`config.mk`:
```
export PLATFORM = sky130hd
export DESIGN_NAME = instr_fetch_unit
export DESIGN_NICKNAME = d
export VERILOG_FILES = /design/src/rtl/instr_fetch_unit.sv
export SDC_FILE = /design/constraint.sdc
export NUM_CORES = 1
export LEC_CHECK = 0
export ABC_CLOCK_PERIOD_IN_PS = 13900
export BUFFER_PORTS_ARGS = -buffer_cell sky130_fd_sc_hd__buf_2
export CAP_MARGIN = 10
export CORE_MARGIN = 2
export CORE_UTILIZATION = 55
export DETAILED_ROUTE_END_ITERATION = 16
export PLACE_DENSITY_LB_ADDON = 0.12
export SYNTH_ARGS = -nofsm -noshare
export SYNTH_HDL_FRONTEND = slang
export SYNTH_SLANG_ARGS = --single-unit
```
`constraint.sdc`:
```
create_clock -name clk -period 13.9 [get_ports clk]
set_clock_uncertainty 0.2 [all_clocks]
set_input_delay 2.78 -clock clk [delete_from_list [all_inputs] [get_ports clk]]
set_output_delay 2.78 -clock clk [all_outputs]
set_load 0.01 [all_outputs]
```
`src/rtl/instr_fetch_unit.sv`:
```
// -----------------------------------------------------------------------------
// instr_fetch_unit
//
// Instruction fetch stage. Owns the program counter, issues one word fetch at a
// time to instruction memory and buffers returned words in a small FIFO. The
// FIFO head goes to decode through a valid/ready handshake. opcode is simply
// instr[31:26] for the control unit. A redirect from the datapath (taken
// branch or jump) flushes the FIFO and restarts fetch at the new PC. A fetch
// that is still in flight at that moment has its response discarded.
//
// Parameters
//   PC_W      PC / address width
//   RESET_PC  first fetch address after reset (word aligned)
//   DEPTH     FIFO entries (power of two, >= 2)
//
// Ports
//   clk, rst                         clock, synchronous active-high reset
//   imem_req, imem_addr              fetch request and its word address
//   imem_gnt                         memory accepted the request this cycle
//   imem_rvalid, imem_rdata          response strobe and instruction word
//   instr_valid, instr, instr_pc     FIFO head, presented to decode
//   opcode                           instr[31:26]
//   instr_ready                      decode takes the head this cycle
//   redirect_valid, redirect_pc      resolved branch/jump target (bits[1:0]
//                                    are ignored)
//
// Optional feature (macro IFU_PERF_CNT_EN)
//   When IFU_PERF_CNT_EN is defined, two saturating 32-bit counters are added:
//   perf_fetch_cnt (decode handshakes) and perf_flush_cnt (redirect cycles).
//   When the macro is not defined these ports and counters do not exist.
// -----------------------------------------------------------------------------
module instr_fetch_unit #(
    parameter int              PC_W     = 32,
    parameter logic [PC_W-1:0] RESET_PC = '0,
    parameter int              DEPTH    = 2
) (
    input  logic            clk,
    input  logic            rst,
    output logic            imem_req,
    output logic [PC_W-1:0] imem_addr,
    input  logic            imem_gnt,
    input  logic            imem_rvalid,
    input  logic [31:0]     imem_rdata,
    output logic            instr_valid,
    output logic [31:0]     instr,
    output logic [PC_W-1:0] instr_pc,
    output logic [5:0]      opcode,
    input  logic            instr_ready,
    input  logic            redirect_valid,
    input  logic [PC_W-1:0] redirect_pc
`ifdef IFU_PERF_CNT_EN
    ,
    output logic [31:0]     perf_fetch_cnt,
    output logic [31:0]     perf_flush_cnt
`endif
);

    localparam int AW = $clog2(DEPTH);
    localparam int CW = $clog2(DEPTH + 1);
    localparam logic [CW-1:0] DEPTH_C = CW'(DEPTH);

    localparam logic [1:0] ST_IDLE = 2'd0;
    localparam logic [1:0] ST_REQ  = 2'd1;
    localparam logic [1:0] ST_RESP = 2'd2;
    localparam logic [1:0] ST_FULL = 2'd3;

    // ---------------------------------------------------------------------
    // State
    // ---------------------------------------------------------------------
    logic [1:0]      state_reg, state_next;
    logic [PC_W-1:0] pc_reg, pc_next;
    logic [PC_W-1:0] req_pc_reg;          // address of the request in flight
    logic            outstanding_reg, outstanding_next;
    logic            drop_reg, drop_next; // in-flight response is wrong-path
    logic [AW-1:0]   wr_ptr_reg, rd_ptr_reg;
    logic [CW-1:0]   count_reg, count_next;

    logic [31:0]     fifo_instr_mem [DEPTH];
    logic [PC_W-1:0] fifo_pc_mem    [DEPTH];

    // ---------------------------------------------------------------------
    // Handshake events
    // ---------------------------------------------------------------------
    logic            req_fire;
    logic            rsp_accept;
    logic            push;
    logic            pop;
    logic [PC_W-1:0] redirect_target;

    assign redirect_target = redirect_pc & ~PC_W'(3);

    // A request is only presented while nothing is in flight. This also
    // covers the wait for a dropped response after a redirect, during which
    // the FSM already sits in REQ.
    assign imem_req  = (state_reg == ST_REQ) && !outstanding_reg;
    assign imem_addr = pc_reg;

    assign req_fire   = imem_req && imem_gnt;
    // Responses with nothing in flight (stale, or spurious) are ignored.
    assign rsp_accept = outstanding_reg && imem_rvalid;
    assign pop        = instr_valid && instr_ready;
    // A response arriving in a redirect cycle is already wrong-path. The room
    // term never blocks in practice because issue is gated on free space.
    assign push       = rsp_accept && !drop_reg && !redirect_valid &&
                        ((count_reg < DEPTH_C) || pop);

    // ---------------------------------------------------------------------
    // FIFO occupancy. The handshake of a redirect cycle still counts as a
    // consumed instruction, then everything left is flushed.
    // ---------------------------------------------------------------------
    always_comb begin
        count_next = count_reg;
        if (redirect_valid) begin
            count_next = '0;
        end else if (push && !pop) begin
            count_next = count_reg + CW'(1);
        end else if (!push && pop) begin
            count_next = count_reg - CW'(1);
        end
    end

    // ---------------------------------------------------------------------
    // Outstanding / drop tracking
    // ---------------------------------------------------------------------
    always_comb begin
        outstanding_next = outstanding_reg;
        drop_next        = drop_reg;
        if (rsp_accept) begin
            outstanding_next = 1'b0;
            drop_next        = 1'b0;
        end
        if (req_fire) begin
            outstanding_next = 1'b1;
            // Granted in the same cycle as a redirect: already wrong-path.
            drop_next        = redirect_valid;
        end else if (redirect_valid && outstanding_next) begin
            drop_next        = 1'b1;
        end
    end

    // ---------------------------------------------------------------------
    // PC
    // ---------------------------------------------------------------------
    always_comb begin
        pc_next = pc_reg;
        if (redirect_valid) begin
            pc_next = redirect_target;
        end else if (req_fire) begin
            pc_next = pc_reg + PC_W'(4);   // wraps modulo 2^PC_W
        end
    end

    // ---------------------------------------------------------------------
    // FSM
    // ---------------------------------------------------------------------
    always_comb begin
        state_next = state_reg;
        if (redirect_valid) begin
            state_next = ST_REQ;
        end else begin
            case (state_reg)
                ST_IDLE: state_next = ST_REQ;
                ST_REQ: begin
                    if (req_fire) begin
                        state_next = ST_RESP;
                    end
                end
                ST_RESP: begin
                    if (rsp_accept) begin
                        state_next = (count_next < DEPTH_C) ? ST_REQ : ST_FULL;
                    end
                end
                ST_FULL: begin
                    if (count_next < DEPTH_C) begin
                        state_next = ST_REQ;
                    end
                end
                default: state_next = ST_IDLE;
            endcase
        end
    end

    // ---------------------------------------------------------------------
    // Sequential state
    // ---------------------------------------------------------------------
    always_ff @(posedge clk) begin
        if (rst) begin
            state_reg       <= ST_IDLE;
            pc_reg          <= RESET_PC;
            req_pc_reg      <= RESET_PC;
            outstanding_reg <= 1'b0;
            drop_reg        <= 1'b0;
            wr_ptr_reg      <= '0;
            rd_ptr_reg      <= '0;
            count_reg       <= '0;
        end else begin
            state_reg       <= state_next;
            pc_reg          <= pc_next;
            outstanding_reg <= outstanding_next;
            drop_reg        <= drop_next;
            count_reg       <= count_next;
            if (req_fire) begin
                req_pc_reg <= pc_reg;
            end
            if (redirect_valid) begin
                wr_ptr_reg <= '0;
                rd_ptr_reg <= '0;
            end else begin
                if (push) begin
                    wr_ptr_reg <= wr_ptr_reg + AW'(1);
                end
                if (pop) begin
                    rd_ptr_reg <= rd_ptr_reg + AW'(1);
                end
            end
        end
    end

    // FIFO storage has no reset; the head outputs are masked while empty.
    always_ff @(posedge clk) begin
        if (push) begin
            fifo_instr_mem[wr_ptr_reg] <= imem_rdata;
            fifo_pc_mem[wr_ptr_reg]    <= req_pc_reg;
        end
    end

    // ---------------------------------------------------------------------
    // Decode-side outputs
    // ---------------------------------------------------------------------
    assign instr_valid = (count_reg != '0);
    assign instr       = instr_valid ? fifo_instr_mem[rd_ptr_reg] : 32'h0;
    assign instr_pc    = instr_valid ? fifo_pc_mem[rd_ptr_reg] : '0;
    assign opcode      = instr[31:26];

`ifdef IFU_PERF_CNT_EN
    // ---------------------------------------------------------------------
    // Saturating performance counters
    // ---------------------------------------------------------------------
    logic [31:0] perf_fetch_cnt_reg;
    logic [31:0] perf_flush_cnt_reg;

    always_ff @(posedge clk) begin
        if (rst) begin
            perf_fetch_cnt_reg <= 32'h0;
            perf_flush_cnt_reg <= 32'h0;
        end else begin
            if (pop && (perf_fetch_cnt_reg != 32'hFFFF_FFFF)) begin
                perf_fetch_cnt_reg <= perf_fetch_cnt_reg + 32'd1;
            end
            if (redirect_valid && (perf_flush_cnt_reg != 32'hFFFF_FFFF)) begin
                perf_flush_cnt_reg <= perf_flush_cnt_reg + 32'd1;
            end
        end
    end

    assign perf_fetch_cnt = perf_fetch_cnt_reg;
    assign perf_flush_cnt = perf_flush_cnt_reg;
`endif

endmodule

```
==> results.md <==
- Estimated wirelength of the detail-placed design: 10.73 mm
- Sink Count: 193
- Cells after Synth: 695
- First-pass detailed-route iteration total: 5
- Tightest Pin Transition: 1.107 ns
- Worst-path fanout max: 34
- GPL Wtd Cong: about 0.91
- Largest net degree at the start of global routing: a little over 70
- Commonest cells in the synthesized netlist: edfxtp_1, nor2_1, nand2_1
- Total gr overflow: 0
- Buf+Inv Stages, Crit Path: 2
- Area growth from synthesis to layout: 17.89%
- Pwr Density: 119.7 nW/um2
- Crit-path cells: buf_2 -> a2111oi_2 -> inv_1 -> ha_1 -> or3b_2 -> a311oi_1 -> a2111oi_0 -> a2111oi_0
- CP dominant cell by count: a2111oi_0
- Worst-skew pair later-pin latency: roughly 0.42 ns
- Worst Hold Class: flop to flop
- CTS buffer count: 17
- CP Launch Type: input pin
- Number of synthesized flops with an enable pin: between 100 and 150
- Post-Syn Area: 8071 um2
- Routed wire length: 16.67 mm
- Number of gates resized after CTS: 0
- Post-synth ARST share: 0%
- Clock tree buffer depth: 2
- VDD IR max: about 0.08 mV
- GRT Total Usage: 21.38%
- Initial antenna violation count: 0
- Total die area: 15660 um2
- Synthesis Warnings: 0
- Global-route wire length before repair: 27.00 mm
- Boundary pin count: 174
- Top Family by Delay on Critical Path: compound AO/OA/AOI/OAI gates
- Area leader, netlist: edfxtp_1
- Max reg flops: 64
- Number of distinct library cells after synthesis: 48
- Worst slew margin: 26.17%
- Initial drt markers: 484
- Pre-CTS setup slack: 8.096 ns
- Chip Height: 125.1 um
- FP Rows: 44
- Most common cell in the synthesized netlist: edfxtp_1
- Layout cells sized above 1: 25.06%
- CP endpoint kind: flop
- Top-area cell type share of the netlist area: 46.13%
- Vias in the first global route: ~5400
- # DRC: 0
- Fmax: 0.1841 GHz
- Final setup margin: between 8 and 9 ns
- RSZ-0062 raised after global routing: no
- Outcome: completed
- Final nets: 919
- Final Slew Violations: 0
- Fin cells: 1038
- Slowest stage cell, crit path: a2111oi_2
- CORE AREA: 14420 um2
- Min Tclk post-route: 5.432 ns
- Clk pin slew, worst setup/hold paths: ~0.070 ns
- Initial core utilization: 55.96%
- Worst EP required: between 10 and 15 ns
- Register with the most flip-flops: fifo_instr_mem
- Critical path type: input pin to flop
- Cells after DPL: 1004
- Sequential area share after synthesis: 63.25%
- Hold Violations, Final: 0
- Largest cells by area after synthesis: edfxtp_1, dfxtp_1, mux2i_1
- Setup TNS: 0 ns
- Clk root buf: clkbuf_16
- Syn Area/Cell: 11.61 um2
- Setup Fix Bufs, Post-CTS: 0
- Filler Cell Count: between 1000 and 1500
- Via count: 5716
- Data arrival, critical path: 5.52 ns
- Top flop regs: fifo_instr_mem x64, fifo_pc_mem x60
- CTS tree: done
- Yosys reg bits: 193
- Die width: 125.1 um
- Antenna Cells: 0
- Ys flop type: edfxtp_1
- Setup Viol. Count Final: 0
- Wire per inst: 16.06 um
- Final Cycle Share: 39.08%
- CTS HTree Levels: 4
- CTS Hold Bufs: 0
- Max Cap Viol: 0
- Critical path's largest stage delay: 0.57 ns
- Static Leak: 3.601 nW
- Port bufs: around 170
- Via density: 5.507
- DRT antenna net count: 0
-- metrics by stage --
stage / utilization, % / hold WS, ns / power (W) / area, um2
after global routing: 65.97 / 0.2639 / 0.001180 / 9515
after CTS: 65.90 / 0.2509 / 0.001145 / 9505
after floorplan: - / 0.2254 / 0.0006783 / 8083
after global placement: 62.18 / 0.2323 / 0.0007021 / 8969
after detailed placement: 62.18 / 0.2363 / 0.0007053 / 8969
final: 65.97 / 0.2518 / 0.001139 / 9515
-- cells in the final DEF (no fill, tap or decap), drive strengths merged, types with 2 or more instances in the layout --
cell / n
nor2b: 3
a311oi: 12
a221oi: 5
nand2b: 3
xor2: 3
and2: 2
xnor2: 8
o21bai: 2
or3: 5
a211oi: 10
clkbuf: 27
edfxtp: 124
a21oi: 38
nor2: 92
conb: 4
or3b: 3
a2111oi: 8
mux2i: 63
o21ai: 13
nor3: 6
o31ai: 4
nor4: 5
or2: 3
or4: 8
nand2: 79
buf: 172
and4: 6
nand4: 12
inv: 23
ha: 8
dfxtp: 69
clkinv: 5
nor3b: 2
a31oi: 3
and3: 7
nand3: 8
-- routing by layer --
metal / global-route usage, % / part of all wire [%]
met4: 6.928 / 1.1
met3: 4.536 / 6.3
met5: 0 / 0
met2: 32.13 / 46
met1: 31.37 / 47
-- power breakdown --
group	leakage [nW]	internal, W	switching (W)
Combinational	1.56	0.0000241	0.0000346
Clock	0.262	0.000255	0.000191
Sequential	1.78	0.000620	0.0000149
-- cell type report --
class                      instances  area (um2)  area share (%)
clock buffer                      25       475.5           4.997
inverter                          23       86.33          0.9073
timing repair buffer             174       883.3           9.283
clock inverter                     7       61.31          0.6443
multi-input combinational        432        2670           28.06
tap                              184       230.2           2.419
sequential                       193        5109           53.69
-- worst register-to-register path, cell delays in order (launching register included) --
cell       delay, ns
dfxtp_1         0.36
inv_1           0.08
ha_2            0.17
buf_4           0.34
nand2b_1        0.34
a2111oi_2       0.60
inv_1           0.18
ha_1            0.24
or3b_2          0.50
a311oi_1        0.42
a2111oi_0       0.12
a2111oi_0       0.40
-- worst paths after layout --
path	slack, ns	from	endpoint	cells after the start
worst min register to register	0.25	req_pc_reg[26]	fifo_pc_mem[0][26]	0
worst max-delay path	8.47	redirect_valid	state_reg[0]	8
worst max register to register	9.82	count_reg[1]	state_reg[0]	11
worst min-delay path	0.25	req_pc_reg[26]	fifo_pc_mem[0][26]	0
-- cell families (layout without fill, tap and decap cells) --
| group | after synthesis | in the layout | share of synthesized area, % |
|---|---|---|---|
| AO/OA/AOI/OAI | 99 | 99 | 8.092 |
| XOR/XNOR | 11 | 11 | 1.194 |
| adder cells (fa/ha/maj) | 8 | 8 | 1.240 |
| buffers and inverters | 73 | 229 | 3.953 |
| flip-flops | 193 | 193 | 63.25 |
| multiplexers | 63 | 63 | 7.813 |
| other | 1 | 4 | 0.04646 |
| AND/OR/NAND/NOR | 247 | 247 | 14.42 |
(Power assumes the default switching activity.)
